[config.mk]
export PLATFORM = sky130hd
export DESIGN_NAME = bcd_display_ctrl
export DESIGN_NICKNAME = d
export VERILOG_FILES = /design/src/rtl/bcd_display_ctrl.sv
export SDC_FILE = /design/constraint.sdc
export NUM_CORES = 1
export LEC_CHECK = 0
export BUFFER_PORTS_ARGS = -buffer_cell sky130_fd_sc_hd__buf_2
export CAP_MARGIN = 25
export CORE_ASPECT_RATIO = 0.7
export CORE_MARGIN = 4
export CORE_UTILIZATION = 55
export CTS_BUF_LIST = sky130_fd_sc_hd__clkbuf_4
export DETAILED_ROUTE_END_ITERATION = 6
export PLACE_DENSITY = 0.93
export SLEW_MARGIN = 20
export SYNTH_ARGS = -nofsm -noshare
export SYNTH_HDL_FRONTEND = slang
export SYNTH_SLANG_ARGS = --single-unit
[constraint.sdc]
create_clock -name clk -period 5.1 [get_ports clk]
set_clock_uncertainty 0.1 [all_clocks]
set_input_delay 0 -clock clk [delete_from_list [all_inputs] [get_ports clk]]
set_output_delay 0 -clock clk [all_outputs]
set_load 0.03 [all_outputs]
[src/rtl/bcd_display_ctrl.sv]
// Sequencer between a CPU display register and a shared binary-to-BCD converter,
// with a scanned common-anode seven-segment display and leading-zero blanking.
module bcd_display_ctrl #(
  parameter int unsigned NUM_DIGITS = 8,
  parameter int unsigned SCAN_DIV   = 50000,
  parameter bit          BLANK_LZ   = 1'b1
) (
  input  logic                  clk,
  input  logic                  rst_n,
  input  logic                  req_valid,
  input  logic [31:0]           req_data,
  output logic                  req_ready,
  output logic [31:0]           conv_bin,
  input  logic [39:0]           conv_bcd,
  output logic [NUM_DIGITS-1:0] an,
  output logic [6:0]            seg,
  output logic                  ovf
);

  localparam int unsigned IDXW = (NUM_DIGITS > 1) ? $clog2(NUM_DIGITS) : 1;
  localparam int unsigned DIVW = (SCAN_DIV > 1) ? $clog2(SCAN_DIV) : 1;

  typedef enum logic [1:0] {IDLE, SETTLE, CAPTURE} state_t;

  state_t                  state, state_nx;
  logic [31:0]             bin_q;
  logic [4*NUM_DIGITS-1:0] disp_bcd;
  logic                    ovf_nx;
  logic [DIVW-1:0]         div;
  logic [IDXW-1:0]         idx;
  logic [3:0]              nib;
  logic                    upper_nz;
  logic                    blank;
  logic [6:0]              seg_nx;

  assign conv_bin = bin_q;

  always_comb begin
    state_nx  = state;
    req_ready = 1'b0;
    case (state)
      IDLE: begin
        req_ready = 1'b1;
        if (req_valid) state_nx = SETTLE;
      end
      SETTLE:  state_nx = CAPTURE;
      CAPTURE: state_nx = IDLE;
      default: state_nx = IDLE;
    endcase
  end

  // Any converter digit beyond the physical display means the value cannot be shown.
  always_comb begin
    ovf_nx = 1'b0;
    for (int unsigned k = 0; k < 10; k++) begin
      if (k >= NUM_DIGITS) ovf_nx = ovf_nx | (|conv_bcd[4*k +: 4]);
    end
  end

  always_ff @(posedge clk or negedge rst_n) begin
    if (!rst_n) begin
      state    <= IDLE;
      bin_q    <= '0;
      disp_bcd <= '0;
      ovf      <= 1'b0;
    end else begin
      state <= state_nx;
      if (state == IDLE && req_valid) bin_q <= req_data;
      if (state == CAPTURE) begin
        disp_bcd <= conv_bcd[4*NUM_DIGITS-1:0];
        ovf      <= ovf_nx;
      end
    end
  end

  always_ff @(posedge clk or negedge rst_n) begin
    if (!rst_n) begin
      div <= '0;
      idx <= '0;
    end else if (div == DIVW'(SCAN_DIV - 1)) begin
      div <= '0;
      idx <= (idx == IDXW'(NUM_DIGITS - 1)) ? '0 : idx + IDXW'(1);
    end else begin
      div <= div + DIVW'(1);
    end
  end

  // Digit idx is blank when it and every more-significant digit are zero.
  always_comb begin
    nib      = '0;
    upper_nz = 1'b0;
    for (int unsigned j = 0; j < NUM_DIGITS; j++) begin
      if (IDXW'(j) == idx) nib = disp_bcd[4*j +: 4];
      if (j >= 32'(idx) && disp_bcd[4*j +: 4] != 4'd0) upper_nz = 1'b1;
    end
    blank = BLANK_LZ && (idx != '0) && !upper_nz;

    seg_nx = 7'h3F;
    if (ovf) begin
      seg_nx = 7'h3F;
    end else if (blank) begin
      seg_nx = 7'h7F;
    end else begin
      case (nib)
        4'd0:    seg_nx = 7'h40;
        4'd1:    seg_nx = 7'h79;
        4'd2:    seg_nx = 7'h24;
        4'd3:    seg_nx = 7'h30;
        4'd4:    seg_nx = 7'h19;
        4'd5:    seg_nx = 7'h12;
        4'd6:    seg_nx = 7'h02;
        4'd7:    seg_nx = 7'h78;
        4'd8:    seg_nx = 7'h00;
        4'd9:    seg_nx = 7'h10;
        default: seg_nx = 7'h3F;
      endcase
    end
  end

  always_ff @(posedge clk or negedge rst_n) begin
    if (!rst_n) begin
      an  <= '1;
      seg <= 7'h7F;
    end else begin
      an  <= ~(NUM_DIGITS'(1) << idx);
      seg <= seg_nx;
    end
  end

endmodule

==> impl_metrics.prom <==
# TYPE chip_impl_metric gauge
chip_impl_metric{name="globalplace.congestion",unit=""} 0.915
chip_impl_metric{name="max_slew_margin",unit=""} 0.397
chip_impl_metric{name="h-tree-depth",unit=""} 3
chip_impl_metric{name="timing.critical_path.fanout_max",unit=""} 17
chip_impl_metric{name="slew_viol_final",unit=""} 0
chip_impl_metric{name="preCtsSetupSlack",unit="ns"} 2.09
chip_impl_metric{name="p_leak",unit="uW"} 0.00271
chip_impl_metric{name="grt_pass1_wl",unit="um"} 21400
chip_impl_metric{name="portBuffers",unit=""} 123
chip_impl_metric{name="post_synth_inst_count",unit=""} 364
chip_impl_metric{name="layout_worst_path_cycle_share",unit=""} 0.620
chip_impl_metric{name="p_total",unit="uW"} 2300
chip_impl_metric{name="design.die.area",unit="um^2"} 9790
chip_impl_metric{name="synthToLayoutAreaGrowth",unit="%"} 33.7
chip_impl_metric{name="detailedRoute.firstIterationViolations",unit=""} 310
chip_impl_metric{name="design.final.nets",unit=""} 638
chip_impl_info{name="ctsRootBufferMaster",value="clkbuf_4"} 1
chip_impl_metric{name="timing.fmax",unit="MHz"} 316
chip_impl_metric{name="io_pins",unit=""} 124
chip_impl_metric{name="post_dp_cell_area",unit="um^2"} 5200
chip_impl_metric{name="cts_buffer_depth",unit=""} 2
chip_impl_metric{name="timing.critical_path.arrival",unit="ns"} 3.46
chip_impl_info{name="tritoncts",value="done"} 1
chip_impl_metric{name="grt.overflow.total",unit=""} 0
chip_impl_metric{name="initial_drt_pass_iterations",unit=""} 6
chip_impl_info{name="hold_path.class",value="in2reg"} 1
chip_impl_info{name="synthDominantAreaCellType",value="dfrtp_1"} 1
chip_impl_info{name="synth_top_flop_cell",value="dfrtp_1"} 1
chip_impl_metric{name="cap_violations",unit=""} 0
chip_impl_metric{name="ys_types",unit=""} 54
chip_impl_metric{name="synthDominantCellAreaShare",unit=""} 0.474
chip_impl_info{name="worstSetupEndpointType",value="flop"} 1
chip_impl_metric{name="ys_warn_count",unit=""} 0
chip_impl_info{name="critical_path_class",value="reg2reg"} 1
chip_impl_info{name="path_cells",value="inv_2 > ha_1 > inv_1 > o2111ai_1 > a221oi_1 > a221o_1 > ha_1 > inv_1 > o21ai_0 > o211ai_1"} 1
chip_impl_info{name="yosys-top-cells-area",value="dfrtp_1 47%, mux2_2 16%, dfstp_2 8.7%, ha_1 2.2%, xor2_1 2.1%"} 1
chip_impl_metric{name="synth.net_count",unit=""} 447
chip_impl_metric{name="overall_routing_resource_usage",unit=""} 0.290
chip_impl_metric{name="drc",unit=""} 0
chip_impl_metric{name="horiz_die_dim",unit="um"} 117
chip_impl_info{name="outcome",value="finished clean"} 1
chip_impl_metric{name="core_area",unit="um^2"} 7940
chip_impl_metric{name="insertion_delay_of_the_later_clocked_pin_in_the_worst_skew_pair",unit="ns"} 0.48
chip_impl_metric{name="cts_inserted_buffers",unit=""} 9
chip_impl_metric{name="detail_route.wirelength",unit="um"} 13700
chip_impl_metric{name="hold_violations",unit=""} 0
chip_impl_metric{name="setup_viol_count_final",unit=""} 0
chip_impl_metric{name="fin_setup_tns",unit="ns"} 0
chip_impl_metric{name="power.density",unit="nW/um^2"} 379
chip_impl_metric{name="vert_die_dim",unit="um"} 84.0
chip_impl_info{name="cpMaxStageDelayCell",value="dfrtp_1"} 1
chip_impl_metric{name="grt_antenna_before_repair",unit=""} 0
chip_impl_metric{name="fin_ws",unit="ns"} 1.94
chip_impl_metric{name="final.fill_count",unit=""} 473
chip_impl_metric{name="critical-path-max-stage-delay",unit="ns"} 0.60
chip_impl_metric{name="netlist_area",unit="um^2"} 4540
chip_impl_metric{name="antenna_cells_inserted",unit=""} 0
chip_impl_metric{name="max_ir_drop_vdd",unit="uV"} 327
chip_impl_metric{name="cts_sinks",unit=""} 101
chip_impl_metric{name="clkSlewWorstSetupHoldPaths",unit="ns"} 0.16
chip_impl_metric{name="vias_in_the_first_global_route",unit=""} 4084
chip_impl_metric{name="postSynthRegisterBits",unit=""} 101
chip_impl_metric{name="ys_seq_area_frac",unit=""} 0.561
chip_impl_metric{name="finalWorstPathRequiredPeriod",unit="ns"} 3.16
chip_impl_metric{name="synth-edff-count",unit=""} 0
chip_impl_metric{name="drive_above_1_share",unit=""} 0.413
chip_impl_metric{name="async_flop_share",unit=""} 1.00
chip_impl_metric{name="vias_per_cell",unit=""} 5.86
chip_impl_metric{name="post_synth.cell_area_avg",unit="um^2"} 12.5
chip_impl_metric{name="vias",unit=""} 3874
chip_impl_info{name="worstSetupStartpointType",value="flop"} 1
chip_impl_metric{name="place_hpwl",unit="um"} 8390
chip_impl_metric{name="timing_worst_slew_pin_value",unit="ns"} 0.896
chip_impl_metric{name="antenna_left",unit=""} 0
chip_impl_metric{name="final_cell_area",unit="um^2"} 6070
chip_impl_metric{name="pin_count_of_the_biggest_net_entering_global_routing",unit=""} 53
chip_impl_metric{name="worst-endpoint-required",unit="ns"} 5.40
chip_impl_metric{name="cts.repair_timing.setup_buffer_count",unit=""} 0
chip_impl_metric{name="fp-row-count",unit=""} 27
chip_impl_info{name="rsz_0062_raised_after_global_routing",value="false"} 1
chip_impl_metric{name="post_drt_wl_per_cell",unit="um"} 20.7
chip_impl_metric{name="floorplan.initialDensity",unit=""} 0.571
chip_impl_metric{name="post_cts_resize_count",unit=""} 0
synthesized netlist by cell type (all sizes together) (2+ instances only):
master,count
inv,9
o211ai,6
nand2b,3
nor2,25
o311ai,2
buf,7
o21ai,11
dfrtp,86
nor4,10
a31o,2
xor2,11
and2,3
a21o,3
xnor2,3
a221o,2
mux2,64
dfstp,15
or3b,2
nor3b,3
a221oi,2
nand4,2
clkbuf,10
o2111ai,3
a21oi,9
nand2,21
a31oi,4
and3,4
nor2b,3
ha,8
nand3,13
nand3b,2
a211oi,3
metrics by stage:
| stage | cells | utilization | hold slack, ns |
|---|---|---|---|
| 3_5_place_dp | 574 | 0.655 | -0.0448 |
| 2_1_floorplan | 364 | - | -0.396 |
| 3_3_place_gp | 574 | 0.655 | -0.0516 |
| 4_1_cts | 661 | 0.764 | 0.170 |
| 5_1_grt | 661 | 0.764 | 0.159 |
| 6_report | 661 | 0.764 | 0.184 |
where the power goes:
group	leakage, uW	switching, uW	total [uW]	internal, uW
logic	0.00144	382	693	311
clock network	0.0000814	272	468	197
registers	0.00119	167	1140	973
cell usage in the layout (no fill, tap or decap), types with 3 or more instances in the layout:
cell type / count
o21ai_1: 3
nor4_1: 10
a21oi_1: 9
clkbuf_4: 9
o211ai_1: 5
nand2_1: 21
buf_4: 4
a31oi_1: 4
dlygate4sd3_1: 71
a21o_1: 3
ha_1: 8
nand3_1: 13
nand2b_1: 3
dfstp_2: 15
and2_1: 3
a211oi_2: 3
mux2_2: 64
dfrtp_1: 86
xor2_1: 11
buf_2: 122
o21ai_0: 8
and3_1: 4
nor3b_1: 3
xnor2_1: 3
inv_1: 7
nor2_1: 25
final timing paths:
kind                              start  slack [ns]  cells after the start      endpoint
min reg2reg                    state[1]        0.36                      1      state[1]
max in group asynchronous         rst_n        2.88                      4   disp_bcd[8]
max                              idx[0]        1.94                     10        seg[3]
min                        conv_bcd[18]        0.18                      3  disp_bcd[18]
max reg2reg                      idx[0]        1.94                     10        seg[3]
min in group asynchronous         rst_n        0.43                      3  conv_bin[29]
worst max-delay path: cells and delay by family, from the launching register on:
family                   cells  cell delay [ns]
AO/OA/AOI/OAI                5             1.08
adder cells (fa/ha/maj)      2             0.81
buffers and inverters        3             0.50
flip-flops                   1             0.60
repair_timing:
action,4_1_cts,5_1_grt
hold buffers,71,0
endpoints found under the hold margin,115,0
endpoints found under the setup margin,0,0
per-layer routing:
| layer | vias up | track usage | share of wire |
|---|---|---|---|
| met2 | 240 | 0.479 | 0.50 |
| met4 | 0 | 0.119 | 0.035 |
| li1 | 1687 | - | - |
| met5 | - | 0 | 0 |
| met3 | 49 | 0.0775 | 0.087 |
| met1 | 1898 | 0.360 | 0.38 |
cell type report:
type | count | area (um^2) | share of cell area
Inverter | 9 | 33.8 | 0.00557
Timing Repair Buffer | 197 | 1350 | 0.223
Sequential cell | 101 | 2550 | 0.420
Clock inverter | 7 | 88.8 | 0.0146
Clock buffer | 9 | 67.6 | 0.0111
Multi-Input combinational cell | 237 | 1850 | 0.305
Tap cell | 101 | 126 | 0.0208
registers in the layout, indices dropped and copies added, names as in the netlist:
name and cells:
seg 7, disp_bcd 32, conv_bin 32, div 16
state 2, idx 3, ovf 1, an 8
logic make-up (layout without fill, tap and decap cells):
group                      after synthesis  in the layout  synth area share
AOI/OAI and AO/OA                       53             53            0.0883
xor gates and xnor gates                14             14            0.0270
adders and majority gates                8              8            0.0221
buffers and inverters                   26            222            0.0309
DFF                                    101            101             0.561
muxes                                   64             64             0.159
and+or+nand+nor                         98             98             0.112
Power figures use the tool's default switching activity.
